File: src/rtl/bcd_countdown_timer_pkg.sv
`default_nettype none
// ============================================================================
// Module   : bcd_countdown_timer_pkg
// Brief    : Shared types, constants and helpers for the BCD countdown timer
// Revision : 1.0 - initial release
// ============================================================================
package bcd_countdown_timer_pkg;

    // Timer control state: stopped or counting down
    typedef enum logic [0:0] {
        IDLE = 1'b0,
        RUN  = 1'b1
    } state_t;

    // Largest legal BCD digit
    localparam logic [3:0] BCD_MAX = 4'd9;

    // Saturate an arbitrary nibble to a legal BCD digit
    function automatic logic [3:0] bcd_clamp(input logic [3:0] d);
        return (d > BCD_MAX) ? BCD_MAX : d;
    endfunction

endpackage
`default_nettype wire

File: src/rtl/bcd_countdown_timer_if.sv
`default_nettype none
// ============================================================================
// Module   : bcd_countdown_timer_if
// Brief    : Control/status bundle between a controller and the BCD timer
// Revision : 1.0 - initial release
// ============================================================================
interface bcd_countdown_timer_if;
    logic       load;
    logic [3:0] d_tens;
    logic [3:0] d_ones;
    logic       en;
    logic [3:0] q_tens;
    logic [3:0] q_ones;
    logic       zero;
    logic       done;
    logic       busy;

    // Controller side: drives load/data/enable, observes the count
    modport master (
        output load, d_tens, d_ones, en,
        input  q_tens, q_ones, zero, done, busy
    );

    // Timer side
    modport slave (
        input  load, d_tens, d_ones, en,
        output q_tens, q_ones, zero, done, busy
    );
endinterface
`default_nettype wire

File: src/rtl/bcd_down_digit.sv
`default_nettype none
// ============================================================================
// Module   : bcd_down_digit
// Brief    : One BCD digit that loads or decrements, 0 wraps to 9 with borrow
// Revision : 1.0 - initial release
// ============================================================================
module bcd_down_digit
    import bcd_countdown_timer_pkg::*;
(
    input  wire logic       clk,
    input  wire logic       reset,
    input  wire logic       dec_in,
    input  wire logic       load,
    input  wire logic [3:0] d,
    output logic      [3:0] q,
    output logic            borrow_out
);

    logic [3:0] q_q;
    logic [3:0] q_d;

    // Load wins over decrement; decrementing 0 wraps to 9
    always_comb begin
        q_d = q_q;
        if (load) begin
            q_d = d;
        end else if (dec_in) begin
            q_d = (q_q == 4'd0) ? BCD_MAX : (q_q - 4'd1);
        end
    end

    // Digit register, updated on the falling edge
    always_ff @(negedge clk or posedge reset) begin
        if (reset) begin
            q_q <= 4'd0;
        end else begin
            q_q <= q_d;
        end
    end

    assign q          = q_q;
    assign borrow_out = dec_in & (q_q == 4'd0);

endmodule
`default_nettype wire

File: src/rtl/bcd_countdown_timer.sv
`default_nettype none
// ============================================================================
// Module   : bcd_countdown_timer
// Brief    : Two-digit BCD down counter with terminal-count pulse and reload
// Revision : 1.0 - initial release
// ============================================================================
module bcd_countdown_timer
    import bcd_countdown_timer_pkg::*;
#(
    parameter bit AUTO_RELOAD = 1'b0
) (
    input  wire logic           clk,
    input  wire logic           reset,
    bcd_countdown_timer_if.slave bus
);

    state_t     state_q;
    state_t     state_d;
    logic [3:0] reload_tens_q;
    logic [3:0] reload_tens_d;
    logic [3:0] reload_ones_q;
    logic [3:0] reload_ones_d;
    logic       done_q;
    logic       done_d;

    logic [3:0] w_ld_tens;
    logic [3:0] w_ld_ones;
    logic [3:0] w_q_tens;
    logic [3:0] w_q_ones;
    logic       w_step;
    logic       w_terminal;
    logic       w_reload_now;
    logic       w_digit_load;
    logic [3:0] w_digit_tens_d;
    logic [3:0] w_digit_ones_d;
    logic       w_ones_borrow;
    logic       w_tens_borrow;

    assign w_ld_tens = bcd_clamp(bus.d_tens);
    assign w_ld_ones = bcd_clamp(bus.d_ones);

    // A count step happens only in RUN with enable and no competing load
    assign w_step       = bus.en & (state_q == RUN) & ~bus.load;
    assign w_terminal   = w_step & (w_q_tens == 4'd0) & (w_q_ones == 4'd1);
    // With auto-reload the terminal edge reloads the digits instead of reaching 00
    assign w_reload_now = w_terminal & AUTO_RELOAD;
    assign w_digit_load = bus.load | w_reload_now;
    assign w_digit_tens_d = bus.load ? w_ld_tens : reload_tens_q;
    assign w_digit_ones_d = bus.load ? w_ld_ones : reload_ones_q;

    bcd_down_digit u_ones (
        .clk        (clk),
        .reset      (reset),
        .dec_in     (w_step),
        .load       (w_digit_load),
        .d          (w_digit_ones_d),
        .q          (w_q_ones),
        .borrow_out (w_ones_borrow)
    );

    bcd_down_digit u_tens (
        .clk        (clk),
        .reset      (reset),
        .dec_in     (w_ones_borrow),
        .load       (w_digit_load),
        .d          (w_digit_tens_d),
        .q          (w_q_tens),
        .borrow_out (w_tens_borrow)
    );

    // State register
    always_ff @(negedge clk or posedge reset) begin
        if (reset) begin
            state_q <= IDLE;
        end else begin
            state_q <= state_d;
        end
    end

    // Next state: load decides RUN/IDLE from its value, terminal count stops
    always_comb begin
        state_d = state_q;
        if (bus.load) begin
            state_d = ({w_ld_tens, w_ld_ones} != 8'h00) ? RUN : IDLE;
        end else if (w_terminal && !AUTO_RELOAD) begin
            state_d = IDLE;
        end else if (w_tens_borrow) begin
            // Stepping below 00 would wrap to 99; stop rather than wrap
            state_d = IDLE;
        end
    end

    // Outputs decoded from registers only
    always_comb begin
        bus.busy = (state_q == RUN);
        bus.zero = (w_q_tens == 4'd0) && (w_q_ones == 4'd0);
    end

    assign bus.q_tens = w_q_tens;
    assign bus.q_ones = w_q_ones;
    assign bus.done   = done_q;

    // Reload value follows every load
    always_comb begin
        reload_tens_d = reload_tens_q;
        reload_ones_d = reload_ones_q;
        done_d        = w_terminal;
        if (bus.load) begin
            reload_tens_d = w_ld_tens;
            reload_ones_d = w_ld_ones;
        end
    end

    // Reload register and one-period done pulse
    always_ff @(negedge clk or posedge reset) begin
        if (reset) begin
            reload_tens_q <= 4'd0;
            reload_ones_q <= 4'd0;
            done_q        <= 1'b0;
        end else begin
            reload_tens_q <= reload_tens_d;
            reload_ones_q <= reload_ones_d;
            done_q        <= done_d;
        end
    end

endmodule
`default_nettype wire

File: src/flat_wrapper.sv
// flat-port wrapper written by rule: the top's interface ports become plain ports
module bcd_countdown_timer_flat import bcd_countdown_timer_pkg::*;
#(
    parameter bit AUTO_RELOAD = 1'b0
)
  (clk, reset, bus_load, bus_d_tens, bus_d_ones, bus_en, bus_q_tens, bus_q_ones, bus_zero, bus_done, bus_busy);
  bcd_countdown_timer_if bus_i ();
  input  wire logic clk;
  input  wire logic reset;
  input wire logic [$bits(bus_i.load)-1:0] bus_load;
  input wire logic [$bits(bus_i.d_tens)-1:0] bus_d_tens;
  input wire logic [$bits(bus_i.d_ones)-1:0] bus_d_ones;
  input wire logic [$bits(bus_i.en)-1:0] bus_en;
  output wire logic [$bits(bus_i.q_tens)-1:0] bus_q_tens;
  output wire logic [$bits(bus_i.q_ones)-1:0] bus_q_ones;
  output wire logic [$bits(bus_i.zero)-1:0] bus_zero;
  output wire logic [$bits(bus_i.done)-1:0] bus_done;
  output wire logic [$bits(bus_i.busy)-1:0] bus_busy;
  assign bus_i.load = bus_load;
  assign bus_i.d_tens = bus_d_tens;
  assign bus_i.d_ones = bus_d_ones;
  assign bus_i.en = bus_en;
  assign bus_q_tens = bus_i.q_tens;
  assign bus_q_ones = bus_i.q_ones;
  assign bus_zero = bus_i.zero;
  assign bus_done = bus_i.done;
  assign bus_busy = bus_i.busy;
  bcd_countdown_timer #(.AUTO_RELOAD(AUTO_RELOAD)) u_core (.clk(clk), .reset(reset), .bus(bus_i));
endmodule
File: config.mk
export PLATFORM = sky130hd
export DESIGN_NAME = bcd_countdown_timer_flat
export DESIGN_NICKNAME = d
export VERILOG_FILES = /design/src/rtl/bcd_countdown_timer_pkg.sv /design/src/rtl/bcd_countdown_timer_if.sv /design/src/rtl/bcd_down_digit.sv /design/src/rtl/bcd_countdown_timer.sv /design/src/flat_wrapper.sv
export SDC_FILE = /design/constraint.sdc
export NUM_CORES = 1
export LEC_CHECK = 0
export BUFFER_PORTS_ARGS = -buffer_cell sky130_fd_sc_hd__buf_2
export CAP_MARGIN = 20
export CORE_MARGIN = 1.5
export CORE_UTILIZATION = 42
export CTS_CLUSTER_DIAMETER = 80
export DETAILED_ROUTE_END_ITERATION = 7
export GPL_TIMING_DRIVEN = 0
export PLACE_DENSITY = 0.72
export SLEW_MARGIN = 20
export SYNTH_ARGS = -nofsm -noshare
export SYNTH_HDL_FRONTEND = slang
export SYNTH_SLANG_ARGS = --single-unit
File: constraint.sdc
create_clock -name clk -period 1.5 [get_ports clk]
set_input_delay 0.075 -clock clk [delete_from_list [all_inputs] [get_ports clk]]
set_output_delay 0.075 -clock clk [all_outputs]
set_load 0.05 [all_outputs]
* Word level (Yosys, flattened, before mapping)
Cells that the tools add are included.
W data, S select, Z words.
** Word-level totals
- Output and inout bits :: 11
- Register bits after elaboration :: 10
- Logic and storage cells :: 35
** Cells by class
- Add/subtract/negate cells :: 2
- Reduce and logical (&&, ||, !) cells :: 7
- Eq/ne operators :: 1
- Bitwise gates (word level) :: 7
- $lt $le $gt $ge :: 2
- Muxes and demuxes :: 12
** Operators with widths (count)
- $mux W4 :: 8
- $gt A4 B4 Y1 const B :: 2
- $logic_not A4 Y1 :: 2
- $reduce_bool A8 Y1 :: 1
- $sub A4 B1 Y4 const B :: 2
- $and A1 B1 Y1 :: 6
- $eq A4 B1 Y1 const B :: 1
- $mux W1 :: 4
- $reduce_bool A2 Y1 :: 2
- $reduce_bool A3 Y1 :: 1
- $logic_and A1 B1 Y1 :: 1
- $not A1 Y1 :: 1

* Logic depth before layout (Yosys ltp)
- Depth in word-level cells :: 7
- Mapped depth :: 4

* Modules after synthesis
Synthesis repeated with hierarchy kept, for this count alone.
** Unflattened totals
- Cells, all modules :: 92
- Area total of the unflattened synthesis :: 913.4 µm²
** By module, submodules not included
- bcd_countdown_timer :: cells an instance 46, area an instance 460.4 µm², sequential area each 250.2 µm², instances 1
- bcd_down_digit :: cells an instance 23, area an instance 226.5 µm², sequential area each 100.1 µm², instances 2

==> metrics list <==
* Status: finished, violations left
* Violations in the final reports: setup timing
- Dividing the detail-routed via count by the number of cells gives roughly 6.4.
* Slowest cell delay on critical path: 0.39 ns
* Share of the synthesized area in the top cell type: 0.4024
- Lkg Pwr: 0.4786 nW
* Root Buffer Master: sky130_fd_sc_hd__clkbuf_4
- Overall track demand over capacity in global routing: 0.2605
- Entering global routing, the biggest net connects 11 pins.
* Final routed wirelength across all metal layers: 2.262 mm
- By instance count, the cell type seen most on the critical path is sky130_fd_sc_hd__or3_4.
* Clock tree from TritonCTS: yes
- Net count of the finished layout: 121
* Die H: 41.48 um
- Ys Warns: 0
- For the final database, setup skew stands at slightly above 0.008 ns.
* Latest clock arrival within the worst-skew pair: 0.27 ns
- The worst-case IR drop observed on VDD is approximately 0.00061 V.
- H-tree Lvls: 1
- On the final layout, the worst hold slack is 0.4176 ns.
- Area of the core: between 1000 and 1500 um^2
* Post-detailed-route DRC marker count: 0
- 0 antenna diodes ended up in the layout.
- Aggregate negative setup slack: -4.226 ns
- Dividing total power by cell area gives a power density of around 900 nW/um^2.
- Total gr overflow: 0
- Wire length on met3: 160 um
- Maximum fanout count along the critical path: 2
- Final ANT Viol Nets: 0
- Average routed wire per standard cell: 18.54 um
* Die Width: 41.48 um
- Buffers on Ports: 21
* Final core occ: 0.8574
- In this run, the number of DRC markers left after iteration 0 of detailed routing was 27.
- Initial standard-cell utilization of the core: 0.4662
* Max_cap viols: 0
* Maximum clock insertion buffer count: 2
- Initial antenna violation count: 0
* Global-route wire length before repair: 3.422 mm
- Critical Path End Type: primary output
- Data on the critical path is required at its endpoint by 1.42 ns.
- TritonRoute pass-1 iters: 4
* Top-level port count: 23
- STA classifies the critical path startpoint as a flip-flop.
- Class of the tightest hold or removal check: in -> async
- Setup violations remaining at the end of the flow were counted as 14.
- The initialized floorplan defines 13 standard-cell rows.
* Setup repair after global routing missed its margin: yes
- Wire length the detailed router placed on met1: 848 um
- Highest routed layer: met4
- Number of global-route vias before repair: approximately 760
* Routed wire length on met2: 1.187 mm
* Final hold viol count: 0
* Share of cells above drive strength 1: 0.5421
* Largest cells by area after synthesis: sky130_fd_sc_hd__dfrtn_1, sky130_fd_sc_hd__o21ai_0, sky130_fd_sc_hd__nand3b_1, sky130_fd_sc_hd__or3_4, sky130_fd_sc_hd__nor4_4
- Post-layout worst setup margin: -1.009 ns
- Layout overhead on the synthesized area: 83.90%
- Final cell count without fillers: 122
- Post-Synthesis Cells: 65
* Total of flip-flops plus latches after synthesis: 10
* Die area: between 1500 and 2000 um^2
* CP Data Arrival Time: 2.43 ns
- After synthesis, the netlist uses 34 different library cells.
- Synthesis produced a netlist with a net count of a little under 80.
- CTS clk-pin slew, worst paths: 0.05 ns
- Detailed routing inserted a total of 775 vias.
* Num CTS Buffers: 3
- For this run, the register share of the synthesized area comes to 0.4024.
- Headroom to the max-slew limit: 0.7146
* Number of instances in the placed design: ~100
- The mapped netlist covers around 620 um^2.
- Cell breakdown of the critical path: or3_4 -> or3_4 -> nor3_4 -> buf_6
- Avg Inst Size Synth: 9.567 um^2
- Of all cell types, the one taking the most synthesized area is sky130_fd_sc_hd__dfrtn_1.
- The number of slew-limit violations in the final report came to 0.
- TritonCTS sink count: 10
* Fill cell count: 68
* Slew at the pin closest to its max-slew limit: 0.4276 ns
- Crit-path slowest cell: sky130_fd_sc_hd__or3_4
- Post-detail-place hpwl: 1.167 mm
* Routability Congestion: 0.8468
- Critical Setup Path Class: reg -> out
[critical path, delay by kind of cell, from the launching register on]
kind	cells	cell delay [ns]
buf+inv	1	0.18
flops	1	0.37
simple gates	3	0.86
[cell families after synthesis]
group | Yosys count | share of synthesized area
AND/OR/NAND/NOR | 25 | 0.2958
AO/OA/AOI/OAI | 23 | 0.2455
flip-flops | 10 | 0.4024
buffers and inverters | 6 | 0.04024
multiplexers | 1 | 0.01610
[flip-flops by register name (all words and copies together), names as in the netlist]
register and flops:
u_core.bus.busy 1, u_core.bus.done 1, u_core.u_ones.q 4, u_core.u_tens.q 4
[where the power goes]
part | internal (W) | switching, W
clock network | 0.0000926 | 0.0000962
registers | 0.000301 | 0.0000339
logic | 0.000238 | 0.000264
total | 0.000632 | 0.000394
[final cells by class]
cell class	count	area, um^2	area share
multi-input combinational	49	424.2	0.3709
timing repair buffer	40	404.1	0.3534
sequential	10	250.2	0.2188
clock buffer	3	22.52	0.01969
tap	15	18.77	0.01641
buffer	2	12.51	0.01094
inverter	3	11.26	0.009847
[placed cells by master, fill, tap and decap left out, types with 2 or more instances in the layout]
| master | n |
|---|---|
| sky130_fd_sc_hd__buf_8 | 6 |
| sky130_fd_sc_hd__a21oi_1 | 3 |
| sky130_fd_sc_hd__nor3_1 | 2 |
| sky130_fd_sc_hd__clkbuf_4 | 3 |
| sky130_fd_sc_hd__o21ai_1 | 2 |
| sky130_fd_sc_hd__nor2_1 | 3 |
| sky130_fd_sc_hd__o21ai_0 | 3 |
| sky130_fd_sc_hd__nand2_1 | 2 |
| sky130_fd_sc_hd__a31oi_1 | 2 |
| sky130_fd_sc_hd__or3_4 | 2 |
| sky130_fd_sc_hd__buf_6 | 19 |
| sky130_fd_sc_hd__buf_2 | 5 |
| sky130_fd_sc_hd__buf_4 | 11 |
| sky130_fd_sc_hd__nand3b_1 | 3 |
| sky130_fd_sc_hd__inv_1 | 3 |
| sky130_fd_sc_hd__dfrtn_1 | 10 |
[routing by layer]
| metal | GRT usage | vias to the layer above |
|---|---|---|
| met5 | 0 | - |
| met3 | 0.03478 | 12 |
| met2 | 0.4719 | 47 |
| li1 | - | 340 |
| met1 | 0.3085 | 376 |
| met4 | 0.09677 | 0 |
[repair_timing]
item,4_1_cts,5_1_grt
resized for setup,39,20
endpoints found under the setup margin,15,19
pin swaps,5,8
hold buffers,0,0
buffers inserted,13,9
[worst paths after layout]
kind                                    start                  to  cells after the start  slack [ns]
max in group asynchronous               reset  u_core.u_ones.q[1]                      2        0.74
hold / removal                          reset     u_core.bus.busy                      2        0.42
setup reg to reg           u_core.u_tens.q[0]     u_core.bus.done                      5       -0.12
hold reg to reg            u_core.u_tens.q[3]  u_core.u_tens.q[3]                      3        0.62
setup / recovery           u_core.u_tens.q[0]            bus_zero                      4       -1.01
min in group clk           u_core.u_tens.q[3]  u_core.u_tens.q[3]                      3        0.62
[cell usage after synthesis]
master	n
sky130_fd_sc_hd__nand4bb_1	1
sky130_fd_sc_hd__o32ai_1	1
sky130_fd_sc_hd__a21o_1	1
sky130_fd_sc_hd__o21ai_0	6
sky130_fd_sc_hd__nor4_1	2
sky130_fd_sc_hd__or4b_1	1
sky130_fd_sc_hd__a311o_1	1
sky130_fd_sc_hd__o2111ai_1	1
sky130_fd_sc_hd__nor2b_1	1
sky130_fd_sc_hd__a211oi_1	1
sky130_fd_sc_hd__mux2i_1	1
sky130_fd_sc_hd__or3_4	2
sky130_fd_sc_hd__inv_1	3
sky130_fd_sc_hd__clkbuf_1	1
sky130_fd_sc_hd__nand2b_1	1
sky130_fd_sc_hd__o22ai_1	1
sky130_fd_sc_hd__o2bb2ai_1	1
sky130_fd_sc_hd__a21oi_1	3
sky130_fd_sc_hd__o21a_1	1
sky130_fd_sc_hd__and4bb_2	1
sky130_fd_sc_hd__nor4_4	1
sky130_fd_sc_hd__nor3_1	3
sky130_fd_sc_hd__nand3_1	1
sky130_fd_sc_hd__nand3b_1	3
sky130_fd_sc_hd__o311ai_0	1
sky130_fd_sc_hd__buf_2	2
sky130_fd_sc_hd__dfrtn_1	10
sky130_fd_sc_hd__or4_1	1
sky130_fd_sc_hd__a31oi_1	3
sky130_fd_sc_hd__or2_1	2
sky130_fd_sc_hd__a22oi_1	1
sky130_fd_sc_hd__nand2_1	2
sky130_fd_sc_hd__o211ai_1	1
sky130_fd_sc_hd__nor2_1	3
[per-stage QoR]
stage	worst slack (ns)	power, W	instance area, um^2
floorplan	-1.122	0.0005467	636.9
global placement	-0.8663	0.0006198	760.7
detailed placement	-0.8760	0.0006257	760.7
CTS	-1.019	0.0009429	1030
global route	-1.055	0.001063	1144
finish	-1.009	0.001026	1144
(Power assumes the default switching activity.)
